**config.mk**
```make
export PLATFORM = sky130hd
export DESIGN_NAME = mac_chunk_accum_flat
export DESIGN_NICKNAME = d
export VERILOG_FILES = /design/src/rtl/mac_chunk_accum_if.sv /design/src/rtl/mac_chunk_accum.sv /design/src/flat_wrapper.sv
export SDC_FILE = /design/constraint.sdc
export NUM_CORES = 1
export LEC_CHECK = 0
export ABC_CLOCK_PERIOD_IN_PS = 2300
export CAP_MARGIN = 25
export CELL_PAD_IN_SITES_DETAIL_PLACEMENT = 2
export CELL_PAD_IN_SITES_GLOBAL_PLACEMENT = 2
export CORE_UTILIZATION = 30
export DETAILED_ROUTE_END_ITERATION = 10
export MAX_ROUTING_LAYER = met4
export PLACE_DENSITY_LB_ADDON = 0.1
export SYNTH_ARGS = -nofsm -noshare
export SYNTH_HDL_FRONTEND = slang
export SYNTH_SLANG_ARGS = --single-unit
```
**constraint.sdc**
```tcl
create_clock -name clk -period 2.3 [get_ports clk]
set_clock_uncertainty 0.2 [all_clocks]
set_input_delay 0.46 -clock clk [delete_from_list [all_inputs] [get_ports clk]]
set_output_delay 0.46 -clock clk [all_outputs]
set_load 0.01 [all_outputs]
```
**src/rtl/mac_chunk_accum_if.sv**
```systemverilog
// Streaming MAC bus: word input handshake, key, and final-MAC output handshake.
interface mac_chunk_accum_if #(
  parameter int unsigned N = 8
);
  logic [N-1:0] key;
  logic         in_valid;
  logic [N-1:0] in_data;
  logic         in_last;
  logic         in_ready;
  logic         mac_valid;
  logic [N-1:0] mac;
  logic         mac_ready;

  // Producer / consumer side driving the MAC engine
  modport master (
    output key, in_valid, in_data, in_last, mac_ready,
    input  in_ready, mac_valid, mac
  );

  // MAC engine side
  modport slave (
    input  key, in_valid, in_data, in_last, mac_ready,
    output in_ready, mac_valid, mac
  );
endinterface

```
**src/rtl/mac_chunk_accum.sv**
```systemverilog
// Chunked MAC front end: sums CHUNK_WORDS-word chunks mod 2^N, folds each
// keyed chunk sum into a running MAC, and presents the MAC after the last word.
// Optional build macro MAC_CHAIN_ROT_EN: chain step rotates the running MAC
// left by one before XOR, making chunk order significant.
module mac_chunk_accum #(
  parameter int unsigned N           = 8,
  parameter int unsigned CHUNK_WORDS = 32
) (
  input  logic                  clk,
  input  logic                  rst_n,
  mac_chunk_accum_if.slave      bus
);

  localparam int unsigned CW = (CHUNK_WORDS > 1) ? $clog2(CHUNK_WORDS) : 1;
  localparam logic [CW-1:0] CNT_MAX = CW'(CHUNK_WORDS - 1);

  typedef enum logic [1:0] {
    ACCUM = 2'd0,
    FOLD  = 2'd1,
    DONE  = 2'd2
  } state_e;

  state_e        state_q, state_d;
  logic [N-1:0]  chunk_sum_q, chunk_sum_d;
  logic [CW-1:0] word_cnt_q, word_cnt_d;
  logic [N-1:0]  running_q, running_d;
  logic          last_seen_q, last_seen_d;
  logic          in_ready_q, in_ready_d;
  logic          mac_valid_q, mac_valid_d;
  logic [N-1:0]  mac_q, mac_d;

  // Chain one keyed chunk sum into the running MAC
  function automatic logic [N-1:0] chain(input logic [N-1:0] r, input logic [N-1:0] c);
`ifdef MAC_CHAIN_ROT_EN
    return {r[N-2:0], r[N-1]} ^ c;
`else
    return r ^ c;
`endif
  endfunction

  // State and datapath registers
  always_ff @(posedge clk or negedge rst_n) begin
    if (!rst_n) begin
      state_q     <= ACCUM;
      chunk_sum_q <= '0;
      word_cnt_q  <= '0;
      running_q   <= '0;
      last_seen_q <= 1'b0;
      in_ready_q  <= 1'b1;
      mac_valid_q <= 1'b0;
      mac_q       <= '0;
    end else begin
      state_q     <= state_d;
      chunk_sum_q <= chunk_sum_d;
      word_cnt_q  <= word_cnt_d;
      running_q   <= running_d;
      last_seen_q <= last_seen_d;
      in_ready_q  <= in_ready_d;
      mac_valid_q <= mac_valid_d;
      mac_q       <= mac_d;
    end
  end

  // Next-state, datapath updates and registered-output precompute
  always_comb begin
    state_d     = state_q;
    chunk_sum_d = chunk_sum_q;
    word_cnt_d  = word_cnt_q;
    running_d   = running_q;
    last_seen_d = last_seen_q;

    unique case (state_q)
      ACCUM: begin
        if (bus.in_valid) begin
          chunk_sum_d = chunk_sum_q + bus.in_data;
          word_cnt_d  = word_cnt_q + CW'(1);
          last_seen_d = bus.in_last;
          if ((word_cnt_q == CNT_MAX) || bus.in_last) begin
            state_d = FOLD;
          end
        end
      end
      FOLD: begin
        running_d   = chain(running_q, chunk_sum_q ^ bus.key);
        chunk_sum_d = '0;
        word_cnt_d  = '0;
        state_d     = last_seen_q ? DONE : ACCUM;
      end
      DONE: begin
        if (bus.mac_ready) begin
          running_d   = '0;
          last_seen_d = 1'b0;
          state_d     = ACCUM;
        end
      end
      default: state_d = ACCUM;
    endcase

    // Outputs are registered copies of what the next state presents
    in_ready_d  = (state_d == ACCUM);
    mac_valid_d = (state_d == DONE);
    mac_d       = (state_d == DONE) ? running_d : '0;
  end

  assign bus.in_ready  = in_ready_q;
  assign bus.mac_valid = mac_valid_q;
  assign bus.mac       = mac_q;

endmodule
```
**src/flat_wrapper.sv**
```systemverilog
// flat-port wrapper written by rule: the top's interface ports become plain ports
module mac_chunk_accum_flat 
#(
  parameter int unsigned N           = 8,
  parameter int unsigned CHUNK_WORDS = 32
)
  (clk, rst_n, bus_key, bus_in_valid, bus_in_data, bus_in_last, bus_mac_ready, bus_in_ready, bus_mac_valid, bus_mac);
  mac_chunk_accum_if #(.N(N)) bus_i ();
  input  logic clk;
  input  logic rst_n;
  input wire logic [$bits(bus_i.key)-1:0] bus_key;
  input wire logic [$bits(bus_i.in_valid)-1:0] bus_in_valid;
  input wire logic [$bits(bus_i.in_data)-1:0] bus_in_data;
  input wire logic [$bits(bus_i.in_last)-1:0] bus_in_last;
  input wire logic [$bits(bus_i.mac_ready)-1:0] bus_mac_ready;
  output wire logic [$bits(bus_i.in_ready)-1:0] bus_in_ready;
  output wire logic [$bits(bus_i.mac_valid)-1:0] bus_mac_valid;
  output wire logic [$bits(bus_i.mac)-1:0] bus_mac;
  assign bus_i.key = bus_key;
  assign bus_i.in_valid = bus_in_valid;
  assign bus_i.in_data = bus_in_data;
  assign bus_i.in_last = bus_in_last;
  assign bus_i.mac_ready = bus_mac_ready;
  assign bus_in_ready = bus_i.in_ready;
  assign bus_mac_valid = bus_i.mac_valid;
  assign bus_mac = bus_i.mac;
  mac_chunk_accum #(.N(N), .CHUNK_WORDS(CHUNK_WORDS)) u_core (.clk(clk), .rst_n(rst_n), .bus(bus_i));
endmodule
```
# Word-level counts from Yosys, hierarchy flattened
# Index checks and enable logic that the tools add are counted.
dict set report classes {
  add_sub_neg 2
  eq_ne 6
  mux 15
  bitwise_logic 2
  n_reduce_logical 7
}
# op count
set op_table {}
lappend op_table {{$pmux 8 s2} 2}
lappend op_table {{$mux 8} 3}
lappend op_table {{$xor 8x8->8} 2}
lappend op_table {{$pmux 5 s2} 1}
lappend op_table {{$add 8x8->8} 1}
lappend op_table {{$mux 2} 4}
lappend op_table {{$pmux 2 s3} 1}
lappend op_table {{$add 5x1->5 const B} 1}
lappend op_table {{$eq 5x5->1 const B} 1}
lappend op_table {{$mux 5} 1}
lappend op_table {{$eq 2x2->1 const B} 2}
lappend op_table {{$logic_not 2->1} 2}
lappend op_table {{$ne 2x2->1 const B} 2}
lappend op_table {{$reduce_bool 2->1} 2}
lappend op_table {{$reduce_and 3->1} 1}
lappend op_table {{$eq 2x1->1 const B} 1}
lappend op_table {{$mux 1} 2}
lappend op_table {{$pmux 1 s2} 1}
lappend op_table {{$reduce_and 2->1} 1}
lappend op_table {{$logic_or 1x1->1} 1}
dict set report word_totals {
  ff_bits 34
  output_inout_bits 10
  elab_cells 40
}

# Depth between registers and ports, before layout
dict set report logic_depth {
  word_depth 7
  mapped_depth 9
  ltp_nobuf 8
}

# Worst setup path before layout
# OpenSTA, ideal clock, no wires.
dict set report synth_path {
  path_kind {register -> register}
  start {reg u_core.word_cnt_q[0]}
  end {reg u_core.mac_q[0] (netlist: u_core.bus.mac[0])}
  setup_ps 69
  arrival_time_ps 1956
  required_ps 2031
  path_slack_ps 75
  stages_incl_launch_ff 10
  path_buffers 1
  period_less_slack_ps 2225
  path_cell_list {dfrtp_1 > ha_1 > and3_1 > ha_1 > o21ai_0 > a21oi_1 > o22ai_1 > or3b_1 > buf_6 > nor2b_2}
}
dict set report synth_via {
  elab_chain_len 7
}
# element line_no
set synth_rtl {}
lappend synth_rtl {{start, declared} mac_chunk_accum.sv:25} ;# logic [CW-1:0] word_cnt_q, word_cnt_d;
lappend synth_rtl {{start signal, assigned} mac_chunk_accum.sv:55} ;# word_cnt_q <= word_cnt_d;
lappend synth_rtl {{$eq 5x5->1} mac_chunk_accum.sv:78} ;# if ((word_cnt_q == CNT_MAX) || bus.in_last) begin
lappend synth_rtl {{$logic_or 1x1->1} mac_chunk_accum.sv:78}
lappend synth_rtl {{$mux 2} mac_chunk_accum.sv:78}
lappend synth_rtl {{$mux 2} mac_chunk_accum.sv:74} ;# if (bus.in_valid) begin
lappend synth_rtl {{$pmux 2 s3} mac_chunk_accum.sv:72} ;# unique case (state_q)
lappend synth_rtl {{$eq 2x2->1} mac_chunk_accum.sv:102} ;# mac_d = (state_d == DONE) ? running_d : '0;
lappend synth_rtl {{$mux 8} mac_chunk_accum.sv:102}
lappend synth_rtl {{via u_core.mac_d[0]} mac_chunk_accum.sv:30} ;# logic [N-1:0] mac_q, mac_d;
lappend synth_rtl {{end signal, assigned} mac_chunk_accum.sv:60} ;# mac_q <= mac_d;
lappend synth_rtl {{end, declared} mac_chunk_accum.sv:30}
# The timed path passes the listed nets, and every way through them passes these cells.
# A chain may end at the register's enable or synchronous reset.

# Final worst setup path
dict set report layout_path {
  start {reg u_core.word_cnt_q[1]}
  end {reg u_core.mac_q[2] (netlist: u_core.bus.mac[2])}
}
# The elaborated chain is that of the path after synthesis.

==> flow_results.org <==
** Run status
- Result of the run :: completed

** Synth
- During synthesis, Yosys emitted a total of 0 warnings.
- Of the post-synthesis cell area, the dominant cell type holds 41.54%.
- Count of flip-flops with a built-in enable after synthesis :: 0
- By area the synthesized netlist is led by sky130_fd_sc_hd__dfrtp_1 (42%), sky130_fd_sc_hd__ha_1 (8.2%), sky130_fd_sc_hd__o21ai_0 (6.3%), sky130_fd_sc_hd__xnor2_1 (4.4%), sky130_fd_sc_hd__nor2b_1 (3.8%).
- #FFs+latches synth :: 34
- Of the synthesized area, sequential elements account for 42.86%.
- Synth cell count leaders :: sky130_fd_sc_hd__dfrtp_1 (33), sky130_fd_sc_hd__o21ai_0 (25), sky130_fd_sc_hd__nand2_1 (15)
- In this run, distinct cell masters in the synthesized netlist total 37.
- Most instantiated library cell after synthesis :: sky130_fd_sc_hd__dfrtp_1
- Summed over all instances, the cell type with the most area after synthesis is sky130_fd_sc_hd__dfrtp_1.
- After synthesis, the mean cell area works out to roughly 10 um2.
- Ys async rst share :: 100.0%
- The synthesized netlist occupies a cell area of ~0.002 mm2.
- Synthesis produced a netlist with a net count of approximately 230.
- For this run, the leading register cell type out of synthesis is sky130_fd_sc_hd__dfrtp_1.
- Mapped Cells :: 199

** STA
- Final Hold Fails :: 0
- Setup violations remaining at the end of the flow were counted as 0.
- Relative max-transition margin :: around 69%
- For the pin with the worst max-slew slack, the measured transition is 0.4612 ns.
- In the final timing run, aggregate negative setup slack is 0 ns.
- Number of max-slew violations in the final report :: 0
- Achievable frequency :: approximately 0.45 GHz
- Setup slack of the critical path after layout :: 0.06033 ns
- Final critical-path required period :: 2.240 ns
- In the finished design, the share of the clock period the worst path needs comes to 97.38%.
- Worst hold slack across all endpoints :: 0.2747 ns

** Clock network
- # H-tree levels :: 2
- For this design, the sink count on the clock tree is 34.
- Number of buffers added by the clock tree synthesis step :: 5
- Count of hold buffers inserted by post-cts repair :: 0
- Maximum buffer depth of the clock tree :: 2
- Clock-pin slew was measured on the worst setup and hold paths at 0.07 ns.
- At the later pin of the worst-skew pair, clock insertion delay measures 0.29 ns.
- Cell at the root of the clock tree :: sky130_fd_sc_hd__clkbuf_8
- CTS tree :: done

** GRT
- Maximum number of pins on one net before global-route repair :: 35
- Summed over all layers, the global routing overflow is 0.
- The initial antenna violation count was 0.
- Number of global-route vias before repair :: 1936
- In the global route stage, overall resource usage came out at 18.34%.
- First-pass GRT wire length :: 9.687 mm

** Placement
- Before CTS, the worst setup slack after placement is -0.3974 ns.
- The congestion estimate from routability-driven global placement came to 0.8425.
- Area after detailed placement :: 0.002485 mm2
- Detailed placement ended at an HPWL of 4.294 mm.
- Port buffer count :: 30

** Setup path
- Crit-path max FO :: 4
- Critical path type :: flip-flop to flip-flop
- Family with the most delay on the worst path :: simple AND/OR/NAND/NOR gates
- The signal on the critical path passes through ha_2 -> and3_1 -> ha_2 -> o21ai_2 -> a21oi_2 -> o22ai_2 -> or3b_4 -> buf_4 -> nor2b_2.
- Critical path data arrival time :: 2.27 ns
- The most numerous cell type found on the critical path is sky130_fd_sc_hd__ha_2.
- Worst endpoint required time :: 2.33 ns
- Worst r2r src :: u_core.word_cnt_q[1]$_DFFE_PN0P_
- The number of buffers and inverters on the critical path is 1.
- In this run the worst setup path begins at u_core.word_cnt_q[1]$_DFFE_PN0P_.
- Across all register-to-register paths, the minimum setup slack is 0.06 ns.
- The slowest stage of the critical path is the sky130_fd_sc_hd__or3b_4 cell.
- Element type at the critical path start :: flip-flop
- On the worst path, the slowest cell contributes a delay of slightly above 0.4 ns.
- Capturing element type of the critical path :: flip-flop

** Die
- The core region is ~0.0064 mm2.
- Die area :: about 0.0070 mm2
- The initial utilization of the core area, before any placement, comes to 31.13%.
- Number of top-level design ports :: 31
- In this run the vertical extent of the chip is 83.41 um.
- Width of the die :: ~83 um
- Floorplan row count :: 29

** Cells and area
- Share of final-layout standard cells stronger than drive strength 1 :: 22.22%
- Post-route cell area :: 0.002720 mm2
- From synthesis to final layout, the design area changed by 36.82%.
- The number of antenna diodes in the final layout is 0.
- Nets :: 286
- The layout has 683 filler cells.
- At the end of the flow the core is filled with cells to 42.59%.

** Drt
- Vias per Instance :: around 5.2
- The first detailed-routing pass took 4 iterations.
- Dividing the detail-routed wire length by the instance count gives between 15 and 20 um.
- Antenna Violating Nets Remaining :: 0
- Via count of the routed design :: 1702
- # DRC :: 0
- The routed design has 5.759 mm of wire.
- Initial DRC Count :: 29

** Job
- Max-cap violations :: 0

** Power
- IR analysis of the VDD net gives a maximum drop of 0.0004416 V.
- For this design the static power due to leakage is 0.001159 uW.
- Total power per unit cell area :: 1140 mW/mm2

** Hold path
- Class of the worst hold path :: flip-flop to flip-flop
- Hold wc startpoint :: u_core.running_q[3]$_DFF_PN0_
flip-flops by register name (all words and copies together), names as in the netlist:
register	cells
u_core.chunk_sum_q	8
u_core.last_seen_q	1
u_core.state_q	2
u_core.word_cnt_q	5
u_core.running_q	8
u_core.bus.mac_valid	1
u_core.bus.mac	8
u_core.bus.in_ready	1
cell type report:
class	count	area, um2	share of cell area [%]
clock inverter	2	60.06	2.208
multi-input combinational	151	1134	41.67
clock buffer	6	82.58	3.036
inverter	7	26.28	0.9660
sequential	34	852.1	31.32
tap	77	96.34	3.542
timing repair buffer	52	469.2	17.25
stage by stage:
step,instances,power (uW)
2_1_floorplan,199,1769
3_3_place_gp,319,2213
3_5_place_dp,319,2309
4_1_cts,327,3042
5_1_grt,329,3341
6_report,329,3100
metal layers:
layer / wire, um / track usage (%) / vias to the layer above
li1: - / - / 816
met1: 2511 / 21.96 / 854
met2: 3009 / 31.15 / 26
met3: 157 / 3.181 / 6
met4: 80 / 6.270 / 0
met5: 0 / - / -
cells by family after synthesis:
kind of cell	count (synthesis)	synth area share (%)
AO/OA/AOI/OAI	67	21.21
AND/OR/NAND/NOR	56	16.61
flip-flops	34	42.86
buffers and inverters	14	3.839
adder cells (fa/ha/maj)	14	9.188
XOR/XNOR	12	5.286
multiplexers	2	1.007
final timing paths:
| check | cells after the start | to |
|---|---|---|
| max in group asynchronous | 2 | u_core.bus.in_ready$_DFF_PN1_ |
| worst min-delay path | 1 | u_core.running_q[3]$_DFF_PN0_ |
| worst max-delay path | 9 | u_core.bus.mac[2]$_DFF_PN0_ |
| worst min register to register | 1 | u_core.running_q[3]$_DFF_PN0_ |
| worst max register to register | 9 | u_core.bus.mac[2]$_DFF_PN0_ |
| min in group asynchronous | 2 | u_core.bus.mac[2]$_DFF_PN0_ |
where the power goes:
| group | total, uW | internal [uW] | switching, uW |
|---|---|---|---|
| registers | 924 | 771 | 153 |
| logic | 1480 | 701 | 781 |
| clock network | 693 | 462 | 231 |
placed cells by master (no fill, tap or decap), types with 4 or more instances in the layout:
cell type                         Yosys  layout
sky130_fd_sc_hd__a21oi_1              9       7
sky130_fd_sc_hd__a22oi_1              7       7
sky130_fd_sc_hd__buf_4                0      21
sky130_fd_sc_hd__clkbuf_8             0       6
sky130_fd_sc_hd__clkdlybuf4s50_1      0      30
sky130_fd_sc_hd__dfrtp_1             33      33
sky130_fd_sc_hd__ha_1                13       9
sky130_fd_sc_hd__inv_1                7       7
sky130_fd_sc_hd__nand2_1             15      14
sky130_fd_sc_hd__nor2_1               5       4
sky130_fd_sc_hd__nor2b_1             12      12
sky130_fd_sc_hd__nor2b_2              6       5
sky130_fd_sc_hd__o21ai_0             25      23
sky130_fd_sc_hd__o31ai_1              9       9
sky130_fd_sc_hd__xnor2_1             10      10
what timing repair did:
item                       in CTS  in global routing
gates resized for setup         4                 18
gates cloned                    0                  1
setup endpoints to repair      10                 12
pin swaps                       1                  5
buffers inserted                0                  1
(Power assumes the default switching activity.)
